[config.mk]
export PLATFORM = sky130hd
export DESIGN_NAME = id_ex_stage_flat
export DESIGN_NICKNAME = d
export VERILOG_FILES = /design/src/rtl/id_ex_stage_if.sv /design/src/rtl/id_ex_stage.sv /design/src/flat_wrapper.sv
export SDC_FILE = /design/constraint.sdc
export NUM_CORES = 1
export LEC_CHECK = 0
export BUFFER_PORTS_ARGS = -buffer_cell sky130_fd_sc_hd__clkbuf_2
export CAP_MARGIN = 25
export CORE_AREA = 2 2 227 229
export CTS_CLUSTER_DIAMETER = 200
export CTS_CLUSTER_SIZE = 30
export DETAILED_ROUTE_END_ITERATION = 8
export DIE_AREA = 0 0 229 231
export GPL_ROUTABILITY_DRIVEN = 0
export SYNTH_ARGS = -nofsm -noshare
export SYNTH_HDL_FRONTEND = slang
export SYNTH_SLANG_ARGS = --single-unit
[constraint.sdc]
create_clock -name clk -period 2.1 [get_ports clk]
set_clock_uncertainty 0.05 [all_clocks]
set_input_delay 0.21 -clock clk [delete_from_list [all_inputs] [get_ports clk]]
set_output_delay 0.21 -clock clk [all_outputs]
set_load 0.02 [all_outputs]
[src/rtl/id_ex_stage_if.sv]
// Bundle of signals between the ID stage, the ID/EX pipeline register and the PC/IF-ID write enables.
// The master side is the ID stage (and its hazard consumers); the slave side is the ID/EX register.
interface id_ex_stage_if #(
  parameter int DATA_WIDTH = 64,
  parameter int CNT_WIDTH  = 16
);
  logic                  Flush;
  logic [4:0]            IF_ID_RegisterRn1;
  logic [4:0]            IF_ID_RegisterRm2;
  logic [4:0]            IF_ID_RegisterRd;
  logic                  ID_UsesRn1;
  logic                  ID_UsesRm2;
  logic [DATA_WIDTH-1:0] ID_ReadData1;
  logic [DATA_WIDTH-1:0] ID_ReadData2;
  logic [DATA_WIDTH-1:0] ID_SignExtImm;
  logic [DATA_WIDTH-1:0] ID_PC;
  logic                  ID_RegWrite;
  logic                  ID_MemRead;
  logic                  ID_MemWrite;
  logic                  ID_MemToReg;
  logic                  ID_ALUSrc;
  logic                  ID_Branch;
  logic                  ID_UncondBranch;
  logic [1:0]            ID_ALUOp;

  logic [4:0]            ID_EX_RegisterRn1;
  logic [4:0]            ID_EX_RegisterRm2;
  logic [4:0]            ID_EX_RegisterRd;
  logic [DATA_WIDTH-1:0] ID_EX_ReadData1;
  logic [DATA_WIDTH-1:0] ID_EX_ReadData2;
  logic [DATA_WIDTH-1:0] ID_EX_SignExtImm;
  logic [DATA_WIDTH-1:0] ID_EX_PC;
  logic                  ID_EX_RegWrite;
  logic                  ID_EX_MemRead;
  logic                  ID_EX_MemWrite;
  logic                  ID_EX_MemToReg;
  logic                  ID_EX_ALUSrc;
  logic                  ID_EX_Branch;
  logic                  ID_EX_UncondBranch;
  logic [1:0]            ID_EX_ALUOp;
  logic                  PCWrite;
  logic                  IF_ID_Write;
  logic                  Stall;
  logic [CNT_WIDTH-1:0]  StallCount;

  modport master (
    output Flush, IF_ID_RegisterRn1, IF_ID_RegisterRm2, IF_ID_RegisterRd,
           ID_UsesRn1, ID_UsesRm2, ID_ReadData1, ID_ReadData2, ID_SignExtImm, ID_PC,
           ID_RegWrite, ID_MemRead, ID_MemWrite, ID_MemToReg, ID_ALUSrc,
           ID_Branch, ID_UncondBranch, ID_ALUOp,
    input  ID_EX_RegisterRn1, ID_EX_RegisterRm2, ID_EX_RegisterRd,
           ID_EX_ReadData1, ID_EX_ReadData2, ID_EX_SignExtImm, ID_EX_PC,
           ID_EX_RegWrite, ID_EX_MemRead, ID_EX_MemWrite, ID_EX_MemToReg, ID_EX_ALUSrc,
           ID_EX_Branch, ID_EX_UncondBranch, ID_EX_ALUOp,
           PCWrite, IF_ID_Write, Stall, StallCount
  );

  modport slave (
    input  Flush, IF_ID_RegisterRn1, IF_ID_RegisterRm2, IF_ID_RegisterRd,
           ID_UsesRn1, ID_UsesRm2, ID_ReadData1, ID_ReadData2, ID_SignExtImm, ID_PC,
           ID_RegWrite, ID_MemRead, ID_MemWrite, ID_MemToReg, ID_ALUSrc,
           ID_Branch, ID_UncondBranch, ID_ALUOp,
    output ID_EX_RegisterRn1, ID_EX_RegisterRm2, ID_EX_RegisterRd,
           ID_EX_ReadData1, ID_EX_ReadData2, ID_EX_SignExtImm, ID_EX_PC,
           ID_EX_RegWrite, ID_EX_MemRead, ID_EX_MemWrite, ID_EX_MemToReg, ID_EX_ALUSrc,
           ID_EX_Branch, ID_EX_UncondBranch, ID_EX_ALUOp,
           PCWrite, IF_ID_Write, Stall, StallCount
  );
endinterface

[src/rtl/id_ex_stage.sv]
// ID/EX pipeline register with load-use hazard detection: one-cycle bubble insertion,
// branch-flush squashing and a saturating count of inserted bubbles.
module id_ex_stage #(
  parameter int DATA_WIDTH = 64,
  parameter int ZERO_REG   = 31,
  parameter int CNT_WIDTH  = 16
) (
  input logic          clk,
  input logic          rst_n,
  id_ex_stage_if.slave bus
);

  typedef enum logic {RUN, BUBBLE} state_e;

  typedef struct packed {
    logic       regWrite;
    logic       memRead;
    logic       memWrite;
    logic       memToReg;
    logic       aluSrc;
    logic       branch;
    logic       uncondBranch;
    logic [1:0] aluOp;
  } ctrl_t;

  localparam logic [4:0] ZeroReg = 5'(ZERO_REG);

  state_e                state_q;
  ctrl_t                 ctrl_d, ctrl_q;
  logic [4:0]            rn1_q, rm2_q, rd_q;
  logic [DATA_WIDTH-1:0] readData1_q, readData2_q, signExtImm_q, pc_q;
  logic [CNT_WIDTH-1:0]  stallCount_d, stallCount_q;
  logic                  hz;
  logic                  stall;

  // Compares the load in EX against the sources the ID instruction really reads.
  always_comb begin
    hz = 1'b0;
    if (ctrl_q.memRead && (rd_q != ZeroReg)) begin
      hz = (bus.ID_UsesRn1 && (rd_q == bus.IF_ID_RegisterRn1)) ||
           (bus.ID_UsesRm2 && (rd_q == bus.IF_ID_RegisterRm2));
    end
  end

  assign stall = hz && !bus.Flush && (state_q == RUN);

  always_comb begin
    ctrl_d = '{regWrite:     bus.ID_RegWrite,
               memRead:      bus.ID_MemRead,
               memWrite:     bus.ID_MemWrite,
               memToReg:     bus.ID_MemToReg,
               aluSrc:       bus.ID_ALUSrc,
               branch:       bus.ID_Branch,
               uncondBranch: bus.ID_UncondBranch,
               aluOp:        bus.ID_ALUOp};
    if (bus.Flush || stall) begin
      ctrl_d = '0;
    end
  end

  always_comb begin
    stallCount_d = stallCount_q;
    if (stall && (stallCount_q != {CNT_WIDTH{1'b1}})) begin
      stallCount_d = stallCount_q + CNT_WIDTH'(1);
    end
  end

  // Flush wins over everything so a redirected fetch never inherits a pending bubble.
  always_ff @(posedge clk or negedge rst_n) begin
    if (!rst_n) begin
      state_q <= RUN;
    end else begin
      unique case (state_q)
        RUN:     state_q <= (stall && !bus.Flush) ? BUBBLE : RUN;
        BUBBLE:  state_q <= RUN;
        default: state_q <= RUN;
      endcase
    end
  end

  always_ff @(posedge clk or negedge rst_n) begin
    if (!rst_n) begin
      ctrl_q       <= '0;
      rn1_q        <= '0;
      rm2_q        <= '0;
      rd_q         <= '0;
      readData1_q  <= '0;
      readData2_q  <= '0;
      signExtImm_q <= '0;
      pc_q         <= '0;
      stallCount_q <= '0;
    end else begin
      ctrl_q       <= ctrl_d;
      rn1_q        <= bus.IF_ID_RegisterRn1;
      rm2_q        <= bus.IF_ID_RegisterRm2;
      rd_q         <= bus.IF_ID_RegisterRd;
      readData1_q  <= bus.ID_ReadData1;
      readData2_q  <= bus.ID_ReadData2;
      signExtImm_q <= bus.ID_SignExtImm;
      pc_q         <= bus.ID_PC;
      stallCount_q <= stallCount_d;
    end
  end

  assign bus.ID_EX_RegisterRn1  = rn1_q;
  assign bus.ID_EX_RegisterRm2  = rm2_q;
  assign bus.ID_EX_RegisterRd   = rd_q;
  assign bus.ID_EX_ReadData1    = readData1_q;
  assign bus.ID_EX_ReadData2    = readData2_q;
  assign bus.ID_EX_SignExtImm   = signExtImm_q;
  assign bus.ID_EX_PC           = pc_q;
  assign bus.ID_EX_RegWrite     = ctrl_q.regWrite;
  assign bus.ID_EX_MemRead      = ctrl_q.memRead;
  assign bus.ID_EX_MemWrite     = ctrl_q.memWrite;
  assign bus.ID_EX_MemToReg     = ctrl_q.memToReg;
  assign bus.ID_EX_ALUSrc       = ctrl_q.aluSrc;
  assign bus.ID_EX_Branch       = ctrl_q.branch;
  assign bus.ID_EX_UncondBranch = ctrl_q.uncondBranch;
  assign bus.ID_EX_ALUOp        = ctrl_q.aluOp;
  assign bus.Stall              = stall;
  assign bus.PCWrite            = !stall;
  assign bus.IF_ID_Write        = !stall;
  assign bus.StallCount         = stallCount_q;

  // A bubble is never followed by a second stall of the same instruction.
  stallOneCycle: assert property (@(posedge clk) disable iff (!rst_n) stall |=> !stall);

endmodule

[src/flat_wrapper.sv]
// flat-port wrapper written by rule: the top's interface ports become plain ports
module id_ex_stage_flat 
#(
  parameter int DATA_WIDTH = 64,
  parameter int ZERO_REG   = 31,
  parameter int CNT_WIDTH  = 16
)
  (clk, rst_n, bus_Flush, bus_IF_ID_RegisterRn1, bus_IF_ID_RegisterRm2, bus_IF_ID_RegisterRd, bus_ID_UsesRn1, bus_ID_UsesRm2, bus_ID_ReadData1, bus_ID_ReadData2, bus_ID_SignExtImm, bus_ID_PC, bus_ID_RegWrite, bus_ID_MemRead, bus_ID_MemWrite, bus_ID_MemToReg, bus_ID_ALUSrc, bus_ID_Branch, bus_ID_UncondBranch, bus_ID_ALUOp, bus_ID_EX_RegisterRn1, bus_ID_EX_RegisterRm2, bus_ID_EX_RegisterRd, bus_ID_EX_ReadData1, bus_ID_EX_ReadData2, bus_ID_EX_SignExtImm, bus_ID_EX_PC, bus_ID_EX_RegWrite, bus_ID_EX_MemRead, bus_ID_EX_MemWrite, bus_ID_EX_MemToReg, bus_ID_EX_ALUSrc, bus_ID_EX_Branch, bus_ID_EX_UncondBranch, bus_ID_EX_ALUOp, bus_PCWrite, bus_IF_ID_Write, bus_Stall, bus_StallCount);
  id_ex_stage_if #(.DATA_WIDTH(DATA_WIDTH), .CNT_WIDTH(CNT_WIDTH)) bus_i ();
  input logic clk;
  input logic rst_n;
  input wire logic [$bits(bus_i.Flush)-1:0] bus_Flush;
  input wire logic [$bits(bus_i.IF_ID_RegisterRn1)-1:0] bus_IF_ID_RegisterRn1;
  input wire logic [$bits(bus_i.IF_ID_RegisterRm2)-1:0] bus_IF_ID_RegisterRm2;
  input wire logic [$bits(bus_i.IF_ID_RegisterRd)-1:0] bus_IF_ID_RegisterRd;
  input wire logic [$bits(bus_i.ID_UsesRn1)-1:0] bus_ID_UsesRn1;
  input wire logic [$bits(bus_i.ID_UsesRm2)-1:0] bus_ID_UsesRm2;
  input wire logic [$bits(bus_i.ID_ReadData1)-1:0] bus_ID_ReadData1;
  input wire logic [$bits(bus_i.ID_ReadData2)-1:0] bus_ID_ReadData2;
  input wire logic [$bits(bus_i.ID_SignExtImm)-1:0] bus_ID_SignExtImm;
  input wire logic [$bits(bus_i.ID_PC)-1:0] bus_ID_PC;
  input wire logic [$bits(bus_i.ID_RegWrite)-1:0] bus_ID_RegWrite;
  input wire logic [$bits(bus_i.ID_MemRead)-1:0] bus_ID_MemRead;
  input wire logic [$bits(bus_i.ID_MemWrite)-1:0] bus_ID_MemWrite;
  input wire logic [$bits(bus_i.ID_MemToReg)-1:0] bus_ID_MemToReg;
  input wire logic [$bits(bus_i.ID_ALUSrc)-1:0] bus_ID_ALUSrc;
  input wire logic [$bits(bus_i.ID_Branch)-1:0] bus_ID_Branch;
  input wire logic [$bits(bus_i.ID_UncondBranch)-1:0] bus_ID_UncondBranch;
  input wire logic [$bits(bus_i.ID_ALUOp)-1:0] bus_ID_ALUOp;
  output wire logic [$bits(bus_i.ID_EX_RegisterRn1)-1:0] bus_ID_EX_RegisterRn1;
  output wire logic [$bits(bus_i.ID_EX_RegisterRm2)-1:0] bus_ID_EX_RegisterRm2;
  output wire logic [$bits(bus_i.ID_EX_RegisterRd)-1:0] bus_ID_EX_RegisterRd;
  output wire logic [$bits(bus_i.ID_EX_ReadData1)-1:0] bus_ID_EX_ReadData1;
  output wire logic [$bits(bus_i.ID_EX_ReadData2)-1:0] bus_ID_EX_ReadData2;
  output wire logic [$bits(bus_i.ID_EX_SignExtImm)-1:0] bus_ID_EX_SignExtImm;
  output wire logic [$bits(bus_i.ID_EX_PC)-1:0] bus_ID_EX_PC;
  output wire logic [$bits(bus_i.ID_EX_RegWrite)-1:0] bus_ID_EX_RegWrite;
  output wire logic [$bits(bus_i.ID_EX_MemRead)-1:0] bus_ID_EX_MemRead;
  output wire logic [$bits(bus_i.ID_EX_MemWrite)-1:0] bus_ID_EX_MemWrite;
  output wire logic [$bits(bus_i.ID_EX_MemToReg)-1:0] bus_ID_EX_MemToReg;
  output wire logic [$bits(bus_i.ID_EX_ALUSrc)-1:0] bus_ID_EX_ALUSrc;
  output wire logic [$bits(bus_i.ID_EX_Branch)-1:0] bus_ID_EX_Branch;
  output wire logic [$bits(bus_i.ID_EX_UncondBranch)-1:0] bus_ID_EX_UncondBranch;
  output wire logic [$bits(bus_i.ID_EX_ALUOp)-1:0] bus_ID_EX_ALUOp;
  output wire logic [$bits(bus_i.PCWrite)-1:0] bus_PCWrite;
  output wire logic [$bits(bus_i.IF_ID_Write)-1:0] bus_IF_ID_Write;
  output wire logic [$bits(bus_i.Stall)-1:0] bus_Stall;
  output wire logic [$bits(bus_i.StallCount)-1:0] bus_StallCount;
  assign bus_i.Flush = bus_Flush;
  assign bus_i.IF_ID_RegisterRn1 = bus_IF_ID_RegisterRn1;
  assign bus_i.IF_ID_RegisterRm2 = bus_IF_ID_RegisterRm2;
  assign bus_i.IF_ID_RegisterRd = bus_IF_ID_RegisterRd;
  assign bus_i.ID_UsesRn1 = bus_ID_UsesRn1;
  assign bus_i.ID_UsesRm2 = bus_ID_UsesRm2;
  assign bus_i.ID_ReadData1 = bus_ID_ReadData1;
  assign bus_i.ID_ReadData2 = bus_ID_ReadData2;
  assign bus_i.ID_SignExtImm = bus_ID_SignExtImm;
  assign bus_i.ID_PC = bus_ID_PC;
  assign bus_i.ID_RegWrite = bus_ID_RegWrite;
  assign bus_i.ID_MemRead = bus_ID_MemRead;
  assign bus_i.ID_MemWrite = bus_ID_MemWrite;
  assign bus_i.ID_MemToReg = bus_ID_MemToReg;
  assign bus_i.ID_ALUSrc = bus_ID_ALUSrc;
  assign bus_i.ID_Branch = bus_ID_Branch;
  assign bus_i.ID_UncondBranch = bus_ID_UncondBranch;
  assign bus_i.ID_ALUOp = bus_ID_ALUOp;
  assign bus_ID_EX_RegisterRn1 = bus_i.ID_EX_RegisterRn1;
  assign bus_ID_EX_RegisterRm2 = bus_i.ID_EX_RegisterRm2;
  assign bus_ID_EX_RegisterRd = bus_i.ID_EX_RegisterRd;
  assign bus_ID_EX_ReadData1 = bus_i.ID_EX_ReadData1;
  assign bus_ID_EX_ReadData2 = bus_i.ID_EX_ReadData2;
  assign bus_ID_EX_SignExtImm = bus_i.ID_EX_SignExtImm;
  assign bus_ID_EX_PC = bus_i.ID_EX_PC;
  assign bus_ID_EX_RegWrite = bus_i.ID_EX_RegWrite;
  assign bus_ID_EX_MemRead = bus_i.ID_EX_MemRead;
  assign bus_ID_EX_MemWrite = bus_i.ID_EX_MemWrite;
  assign bus_ID_EX_MemToReg = bus_i.ID_EX_MemToReg;
  assign bus_ID_EX_ALUSrc = bus_i.ID_EX_ALUSrc;
  assign bus_ID_EX_Branch = bus_i.ID_EX_Branch;
  assign bus_ID_EX_UncondBranch = bus_i.ID_EX_UncondBranch;
  assign bus_ID_EX_ALUOp = bus_i.ID_EX_ALUOp;
  assign bus_PCWrite = bus_i.PCWrite;
  assign bus_IF_ID_Write = bus_i.IF_ID_Write;
  assign bus_Stall = bus_i.Stall;
  assign bus_StallCount = bus_i.StallCount;
  id_ex_stage #(.DATA_WIDTH(DATA_WIDTH), .ZERO_REG(ZERO_REG), .CNT_WIDTH(CNT_WIDTH)) u_core (.clk(clk), .rst_n(rst_n), .bus(bus_i));
endmodule
== Word level (Yosys, flattened, before mapping) ==
Index checks and enable logic that the tools add are counted.
W data, S select, Z words.

* $add $sub $neg: 1
* Muxes and demuxes: 4
* Div/mod/pow operators: 0
* Eq/ne operators: 4
* Reduce and logical (&&, ||, !) cells: 11
* Bitwise gates (word level): 1
* Multipliers: 0
* $lt $le $gt $ge: 0
* Shift-type cells: 0

{| class="wikitable"
|+ Operator list
! operator !! number
|-
| $add A16 B1 Y16 const B || 1
|-
| $ne A16 B16 Y1 const B || 1
|-
| $eq A5 B5 Y1 || 2
|-
| $mux W9 || 1
|-
| $logic_and A1 B1 Y1 || 7
|-
| $ne A5 B5 Y1 const B || 1
|-
| $logic_not A1 Y1 || 2
|-
| $logic_or A1 B1 Y1 || 2
|-
| $mux W1 || 2
|-
| $pmux W1 S2 || 1
|-
| $not A1 Y1 || 1
|}

* Flip-flop bits (word level): 297
* Logic and storage cells: 38
* Latch bits: 0
* Bits in read-only memories: 0
* Output and inout port bits: 299
* Input bits: 285
* Memories: 0
* RAM bits: 0

== Longest topological paths before layout ==
Gate-level depths: netlist of the first run.

* Depth after elaboration: 9
* Depth in mapped cells: 7

== Least setup slack after synthesis of the first run ==
No wires, ideal clock.

* Kind: reg-to-output
* From: register u_core.rd_q[1] (netlist: u_core.bus.ID_EX_RegisterRd[1])
* To: output bus_PCWrite
* Stages on the path, launching flop included: 8
* Data arrival time: 1845 ps
* Slack: -5 ps
* Cell sequence: dfrtp_1 -> xnor2_1 -> nand4_1 -> o22ai_4 -> buf_6 -> and2_1 -> inv_1 -> buf_4

* Word-level cells in the longest chain between the ends: 7
* Elaborated cells between the ends (all ways): 11
* Those cells by class: 3 x eq/ne; 1 x mux; 7 x reduce/logical

{| class="wikitable"
|+ Ends and longest elaborated chain
! what !! line !! RTL
|-
| start, declared || id_ex_stage.sv:30 || <nowiki>logic [4:0] rn1_q, rm2_q, rd_q;</nowiki>
|-
| start signal, assigned || id_ex_stage.sv:96 || <nowiki>rd_q <= bus.IF_ID_RegisterRd;</nowiki>
|-
| $eq A5 B5 Y1, on equally long branches || id_ex_stage.sv:40, id_ex_stage.sv:41 ||
|-
| $logic_and A1 B1 Y1, on equally long branches || id_ex_stage.sv:40, id_ex_stage.sv:41 ||
|-
| $logic_or A1 B1 Y1 || id_ex_stage.sv:40 || <nowiki>hz = (bus.ID_UsesRn1 && (rd_q == bus.IF_ID_RegisterRn1)) ||</nowiki>
|-
| $mux W1 (*) || id_ex_stage.sv:39 || <nowiki>if (ctrl_q.memRead && (rd_q != ZeroReg)) begin</nowiki>
|-
| $logic_and A1 B1 Y1 (*) (2 in a row) || id_ex_stage.sv:45 || <nowiki>assign stall = hz && !bus.Flush && (state_q == RUN);</nowiki>
|-
| net bus_Stall || flat_wrapper.sv:47 || <nowiki>output wire logic [$bits(bus_i.Stall)-1:0] bus_Stall;</nowiki>
|-
| $logic_not A1 Y1 (*) || - ||
|-
| end, declared || flat_wrapper.sv:45 || <nowiki>output wire logic [$bits(bus_i.PCWrite)-1:0] bus_PCWrite;</nowiki>
|}

Mark *: on every way through the listed nets, which the timed path passes. The rest lies on a longest branch.

== Final worst setup path of the first run ==
* From: register u_core.rd_q[2] (netlist: u_core.bus.ID_EX_RegisterRd[2])
* To: output bus_IF_ID_Write

* Word-level cells in the longest chain between the ends: 7
* Elaborated cells between the ends (all ways): 11
* Those cells by class: 3 x eq/ne; 1 x mux; 7 x reduce/logical

{| class="wikitable"
|+ Ends and longest elaborated chain
! what !! line !! RTL
|-
| $eq A5 B5 Y1, on equally long branches || id_ex_stage.sv:40, id_ex_stage.sv:41 ||
|-
| $logic_and A1 B1 Y1, on equally long branches || id_ex_stage.sv:40, id_ex_stage.sv:41 ||
|-
| $logic_or A1 B1 Y1 || id_ex_stage.sv:40 ||
|-
| $mux W1 (*) || id_ex_stage.sv:39 ||
|-
| $logic_and A1 B1 Y1 (*) (2 in a row) || id_ex_stage.sv:45 ||
|-
| $logic_not A1 Y1 (*) || id_ex_stage.sv:122 || <nowiki>assign bus.IF_ID_Write = !stall;</nowiki>
|-
| end, declared || flat_wrapper.sv:46 || <nowiki>output wire logic [$bits(bus_i.IF_ID_Write)-1:0] bus_IF_ID_Write;</nowiki>
|}

Every way passes the cells marked *; elsewhere a longest branch is shown, timed or not.

==> results.yml, run 1 <==
worst_setup_path:
  crit_fanout: 4
  crit_buf_inv: 2
  slowest_stage: "dfrtp_2"
  crit_family: "flip-flops"
  cp-start-kind: "register"
  worst_setup_path_end_kind: "output port"
  worstPathRequired_ns: 1.84
  crit_chain: "xnor2_2, nand4_1, o22ai_4, and2_4, inv_4, buf_8"
  path_class: "reg2out"
  cpPeakStageDelay_ns: 0.48
  arrival_ns: 2.00
floorplan:
  die_area_sq_mm: 0.0529
  core-area_sq_mm: 0.0507
  die_y_microns: 231
  fp.dieW_microns: 229
  ioPinCount: 584
  rows: 83
  start_util_pct: 15.9
detailed_routing:
  vias_per_cell: 3.45
  drtPass1Iterations: 4
  initialDrtViolationCount: 216
  wirelength_microns: 31300
  ant_nets: 0
  drc: 0
  wl_per_cell_microns: 16.0
  num_vias: 6737
sta:
  finalHoldViolCount: 0
  relSlewSlack_pct: 70.2
  tightest_slew_ns: 0.447
  setup_slack_ns: -0.158
  rsz0062_at_grt: "true"
  fin_crit_ns: 2.26
  holdWs_ns: 0.00825
  fin_crit_sh_pct: 108
  drv_slew: 0
  setup_tns_ns: -0.470
  fmax_mhz: 443
  setup_viol: 3
power_and_ir_drop:
  p_switching_mw: 2.70
  p_leak_nw: 7.58
  p_int_mw: 7.89
  clock_power_share_pct: 26.9
  p_comb_share_pct: 15.3
  power.total_mw: 10.6
  ir_drop_uv: 755
  p_sw_share_pct: 25.5
  p_per_area_mw_per_mm2: 697
  seqPwrFrac_pct: 57.7
synth:
  synth-compound-area-share_pct: 0.557
  synth_mux_area_share_pct: 0.465
  syn_nets: 673
  avgSynthCellArea_sq_um: 20.9
  ys_seq_area_share_pct: 92.0
  synth_edf_count: 0
  synth_seq_cells: 297
  ys_types: 28
  synth_cells: 387
  ys.flop_type: "dfrtp_1"
  yosysWarnings: 0
  synth_xor_xnor_area_share_pct: 2.49
  synth_fa_ha_area_share_pct: 0.155
  synth_top_family_by_area: "simple AND/OR/NAND/NOR gates"
  synth-simple-area-share_pct: 3.98
  netlist_area_sq_mm: 0.00808
  async_reset_ff_share_pct: 100
clock_tree:
  cts_buffer_depth: 3
  cts_tree: "done"
  cts_root_buffer: "clkbuf_16"
  cts-htree-levels: 1
  clk_pin_slew_ns: 0.12
  cts_num_sinks: 297
  cts_made_buffers: 13
  clkLatencyLatePin_ns: 0.52
run_status:
  violations: "negative setup slack"
  status: "complete, but fails checks"
global_routing:
  grt_max_degree: 76
  grt_pass1_vias: 7501
  grt_pass1_wl_microns: 45300
  antenna_found_initial: 4
  grt_overflow: 0
  grt_use_total_pct: 11.3
placed_design:
  port_buffers: 583
  dp_hpwl_microns: 22600
  place_area_sq_mm: 0.0119
finish:
  drive_gt1_share_pct: 49.5
  diodes: 0
  final_cell_area_sq_mm: 0.0152
  most-common-layout-cells: "clkbuf_2 (579), dfrtp_1 (293), dlygate4sd3_1 (281), xnor2_1 (15), nand4_1 (14)"
  area_delta_synth_final_pct: 88.0
  fin_nets: 1560
  fin_util_pct: 30.0
  final_common_cell: "clkbuf_2"
run:
  max_cap_viol_count: 0
hold_path:
  min_path_type: "in2reg"
## sequential cells by signal, summed over array words and instances, names as in the netlist, 2 cells and up
| register | count |
|---|---|
| u_core.bus.ID_EX_PC | 64 |
| u_core.bus.ID_EX_RegisterRn1 | 5 |
| u_core.bus.ID_EX_ReadData1 | 64 |
| u_core.bus.StallCount | 16 |
| u_core.bus.ID_EX_ALUOp | 2 |
| u_core.bus.ID_EX_RegisterRm2 | 5 |
| u_core.bus.ID_EX_SignExtImm | 64 |
| u_core.bus.ID_EX_ReadData2 | 64 |
| u_core.bus.ID_EX_RegisterRd | 5 |
## path summary, 6_finish.rpt
check / start / endpoint / slack, ns / cells after the start
worst min-delay path: bus_Flush / u_core.bus.ID_EX_ALUOp[1]$_DFF_PN0_ / 0.008 / 3
min in group asynchronous: rst_n / u_core.bus.ID_EX_PC[46]$_DFF_PN0_ / 0.18 / 2
max in group asynchronous: rst_n / u_core.bus.StallCount[3]$_DFFE_PN0P_ / 1.05 / 3
worst max register to register: u_core.bus.ID_EX_RegisterRd[2]$_DFF_PN0_ / u_core.bus.StallCount[1]$_DFFE_PN0P_ / 0.15 / 6
worst min register to register: u_core.bus.StallCount[4]$_DFFE_PN0P_ / u_core.bus.StallCount[4]$_DFFE_PN0P_ / 0.49 / 1
worst max-delay path: u_core.bus.ID_EX_RegisterRd[2]$_DFF_PN0_ / bus_IF_ID_Write / -0.16 / 6
## Yosys cell counts (2+ instances only)
cell,number,share of area (%)
and2_1,12,0.93
nand2_1,7,0.33
inv_1,3,0.14
and3_1,2,0.15
dfrtp_1,297,92
nand3_1,7,0.43
nand4_1,14,1.1
xnor2_1,23,2.5
nor2_1,3,0.14
## final cells by class
cell class / count / area, sq um
Clock buffer: 13 / 325
Inverter: 3 / 13.8
Clock inverter: 1 / 5.00
Multi-Input combinational cell: 85 / 687
Sequential cell: 297 / 7440
Tap cell: 680 / 851
Timing Repair Buffer: 874 / 5870
Fill cell: 5025 / 35500
## cells by family after synthesis
kind of cell,Yosys count
muxes,3
adders and majority gates,1
DFF,297
and+or+nand+nor,54
buffers and inverters,5
xor gates and xnor gates,23
AOI/OAI and AO/OA,4
## per-layer routing
layer,vias to the layer above,GRT usage [%],wire length (microns)
li1,2994,-,-
met1,3329,12.7,11600
met2,360,20.2,16100
met3,46,3.89,2710
met4,8,2.98,829
met5,-,0,46
## stage by stage
stage                     setup WS (ns)  cells
final                            -0.158   1953
after CTS                        -0.190   1952
after floorplan                  0.0802    387
after detailed placement          0.110   1657
after global routing             -0.278   1953
after global placement            0.150   1657
## power by group through the flow
stage          Sequential [mW]  Clock (mW)  Combinational [mW]
2_1_floorplan             6.57           0              0.0488
3_3_place_gp              6.21           0                1.18
3_5_place_dp              6.21           0                1.19
4_1_cts                   6.10        3.05                1.62
5_1_grt                   6.14        3.27                1.73
6_report                  6.11        2.85                1.62
## tightest hold or removal path, cell delays in order
cell and delay, ns:
clkbuf_2 0.11, a21oi_2 0.08, and2_1 0.16
## repair_timing
item,in CTS,in global routing
pin swaps,4,6
hold buffers,280,1
gates cloned,0,0
resized for setup,7,17
hold endpoints to repair,433,1
setup endpoints to repair,3,13
buffers inserted,1,0
No activity file was read; power rests on OpenSTA's default activity.
==> inputs of run 2 (changes only) <==
BUFFER_PORTS_ARGS = -buffer_cell sky130_fd_sc_hd__buf_2   (was -buffer_cell sky130_fd_sc_hd__clkbuf_2)
==> run 2 against run 1 <==
The run still ends with negative setup slack left. Routed wire length grew 0.91%. Register-to-register slack improved by 0.05 ns. Power up 0.14%. Critical path depth is the same. Hold slack better by 0.017 ns. Setup slack better by 0.043 ns. Combinational power about the same. Non-clock buffer count is 2 higher. Final cell count up 0.10%. Via count up 0.21%. Design area fell by 0.12%. Global-route usage increased by 0.20 points. Critical endpoint is now bus_PCWrite. Highest routed layer unchanged.
==> results.yml, run 2 (synthesis results as in run 1) <==
worst_setup_path:
  crit_fanout: 4
  worst_setup_path_end_kind: "output port"
  cp-start-kind: "register"
  crit_chain: "xnor2_2, nand4_1, o22ai_4, and2_4, inv_2, buf_6"
  path_class: "reg2out"
  slowest_stage: "dfrtp_2"
  crit_family: "flip-flops"
  timing.rr.start: "u_core.bus.ID_EX_RegisterRd[4]$_DFF_PN0_"
  crit_buf_inv: 2
  arrival_ns: 1.95
  r2r_cells: 6
  cpPeakStageDelay_ns: 0.47
  worstPathRequired_ns: 1.84
  regToRegSetupSlack_ns: 0.20
  r2r_end: "u_core.bus.StallCount[14]$_DFFE_PN0P_"
run_status:
  status: "complete, but fails checks"
  violations: "negative setup slack"
floorplan:
  fp.dieW_microns: 229
  start_util_pct: 15.9
  die_y_microns: 231
  ioPinCount: 584
  core-area_sq_mm: 0.0507
  die_area_sq_mm: 0.0529
  rows: 83
clock_tree:
  cts_tree: "done"
  cts_made_buffers: 13
  clkLatencyLatePin_ns: 0.52
  cts_buffer_depth: 3
  cts_root_buffer: "clkbuf_16"
  cts_num_sinks: 297
  clk_pin_slew_ns: 0.12
  cts-htree-levels: 1
global_routing:
  grt_overflow: 0
  antenna_found_initial: 4
  grt_pass1_vias: 7572
  grt_util_met2_pct: 20.2
  grtUsageMet3_pct: 4.01
  grt_use_total_pct: 11.5
  grt_max_degree: 61
  use_met1_pct: 13.1
  grt_pass1_wl_microns: 46100
  top_usage_layer: "met2"
placed_design:
  dp_hpwl_microns: 22500
  port_buffers: 583
sta:
  setup_viol: 3
  finalHoldViolCount: 0
  fin_crit_ns: 2.21
  tightest_slew_ns: 0.510
  drv_slew: 0
  fin_crit_sh_pct: 105
  fmax_mhz: 452
  setup_slack_ns: -0.114
  rsz0062_at_grt: "true"
  relSlewSlack_pct: 66.0
power_and_ir_drop:
  power.total_mw: 10.6
  p_per_area_mw_per_mm2: 699
  ir_drop_uv: 718
  p_leak_nw: 7.47
hold_path:
  min-delay-start: "bus_Flush"
  whs_path_depth: 3
  min_path_type: "in2reg"
  hold_end: "u_core.bus.ID_EX_RegWrite$_DFF_PN0_"
detailed_routing:
  drc: 0
  vias_per_cell: 3.45
  wirelength_microns: 31500
  drtPass1Iterations: 4
  num_vias: 6751
  initialDrtViolationCount: 211
  ant_nets: 0
  wl_per_cell_microns: 16.1
finish:
  diodes: 0
  final_common_cell: "buf_2"
  drive_gt1_share_pct: 49.3
  area_delta_synth_final_pct: 87.8
  most-common-layout-cells: "buf_2 (580), dfrtp_1 (293), dlygate4sd3_1 (281), xnor2_1 (18), nand4_1 (14)"
  fin_nets: 1562
  fillers: 5065
  fin_util_pct: 29.9
run:
  max_cap_viol_count: 0
run 2: tightest hold or removal path, stage by stage:
cell     delay [ns]
buf_2          0.11
a21oi_2        0.09
and2_1         0.16
run 2: power by group:
group	switching [mW]	total, mW	internal [mW]
Clock	1.75	2.88	1.13
Combinational	0.851	1.62	0.774
Sequential	0.103	6.10	5.99
Total	2.70	10.6	7.90
run 2: area by class of cell:
cell class | instances | area (sq um) | area share, %
sequential | 297 | 7440 | 49.0
timing repair buffer | 876 | 5880 | 38.8
tap | 680 | 851 | 5.61
multi-input combinational | 85 | 664 | 4.38
clock buffer | 13 | 325 | 2.14
inverter | 3 | 11.3 | 0.0742
clock inverter | 1 | 5.00 | 0.0330
run 2: stage by stage:
stage / instances / instance area, sq um / setup TNS [ns] / hold WS [ns] / worst slack (ns)
3_5_place_dp: 1659 / 12000 / 0 / 0.137 / 0.0904
3_3_place_gp: 1659 / 12000 / 0 / 0.137 / 0.145
5_1_grt: 1955 / 15200 / -0.748 / 0.00124 / -0.254
4_1_cts: 1954 / 15100 / -0.549 / -0.286 / -0.185
2_1_floorplan: 387 / 8080 / 0 / -0.136 / 0.0802
6_report: 1955 / 15200 / -0.337 / 0.0249 / -0.114
run 2: worst max-delay path by stage:
stage	from	end	slack (ns)	cells after the start
final	u_core.bus.ID_EX_RegisterRd[4]$_DFF_PN0_	bus_PCWrite	-0.11	6
after global routing	u_core.bus.ID_EX_RegisterRd[4]$_DFF_PN0_	bus_PCWrite	-0.25	6
after CTS	u_core.bus.ID_EX_RegisterRd[2]$_DFF_PN0_	bus_IF_ID_Write	-0.18	6
after detailed placement	u_core.bus.ID_EX_RegisterRd[2]$_DFF_PN0_	u_core.bus.ID_EX_Branch$_DFF_PN0_	0.09	5
after global placement	u_core.bus.ID_EX_RegisterRd[4]$_DFF_PN0_	u_core.bus.ID_EX_Branch$_DFF_PN0_	0.15	5
after floorplan	u_core.bus.ID_EX_RegisterRd[1]$_DFF_PN0_	bus_PCWrite	0.08	7
run 2: what timing repair did:
action | CTS | global route
setup buffers | 1 | 0
setup endpoints to repair | 3 | 12
hold endpoints to repair | 393 | 1
hold buffers | 280 | 1
gates resized for setup | 7 | 10
pin swaps | 5 | 5
run 2: metal layers:
layer	wire length [microns]	part of all wire, %
met1	11900	38
met2	15900	50
met3	3010	9.5
met4	773	2.5
met5	39	0.12
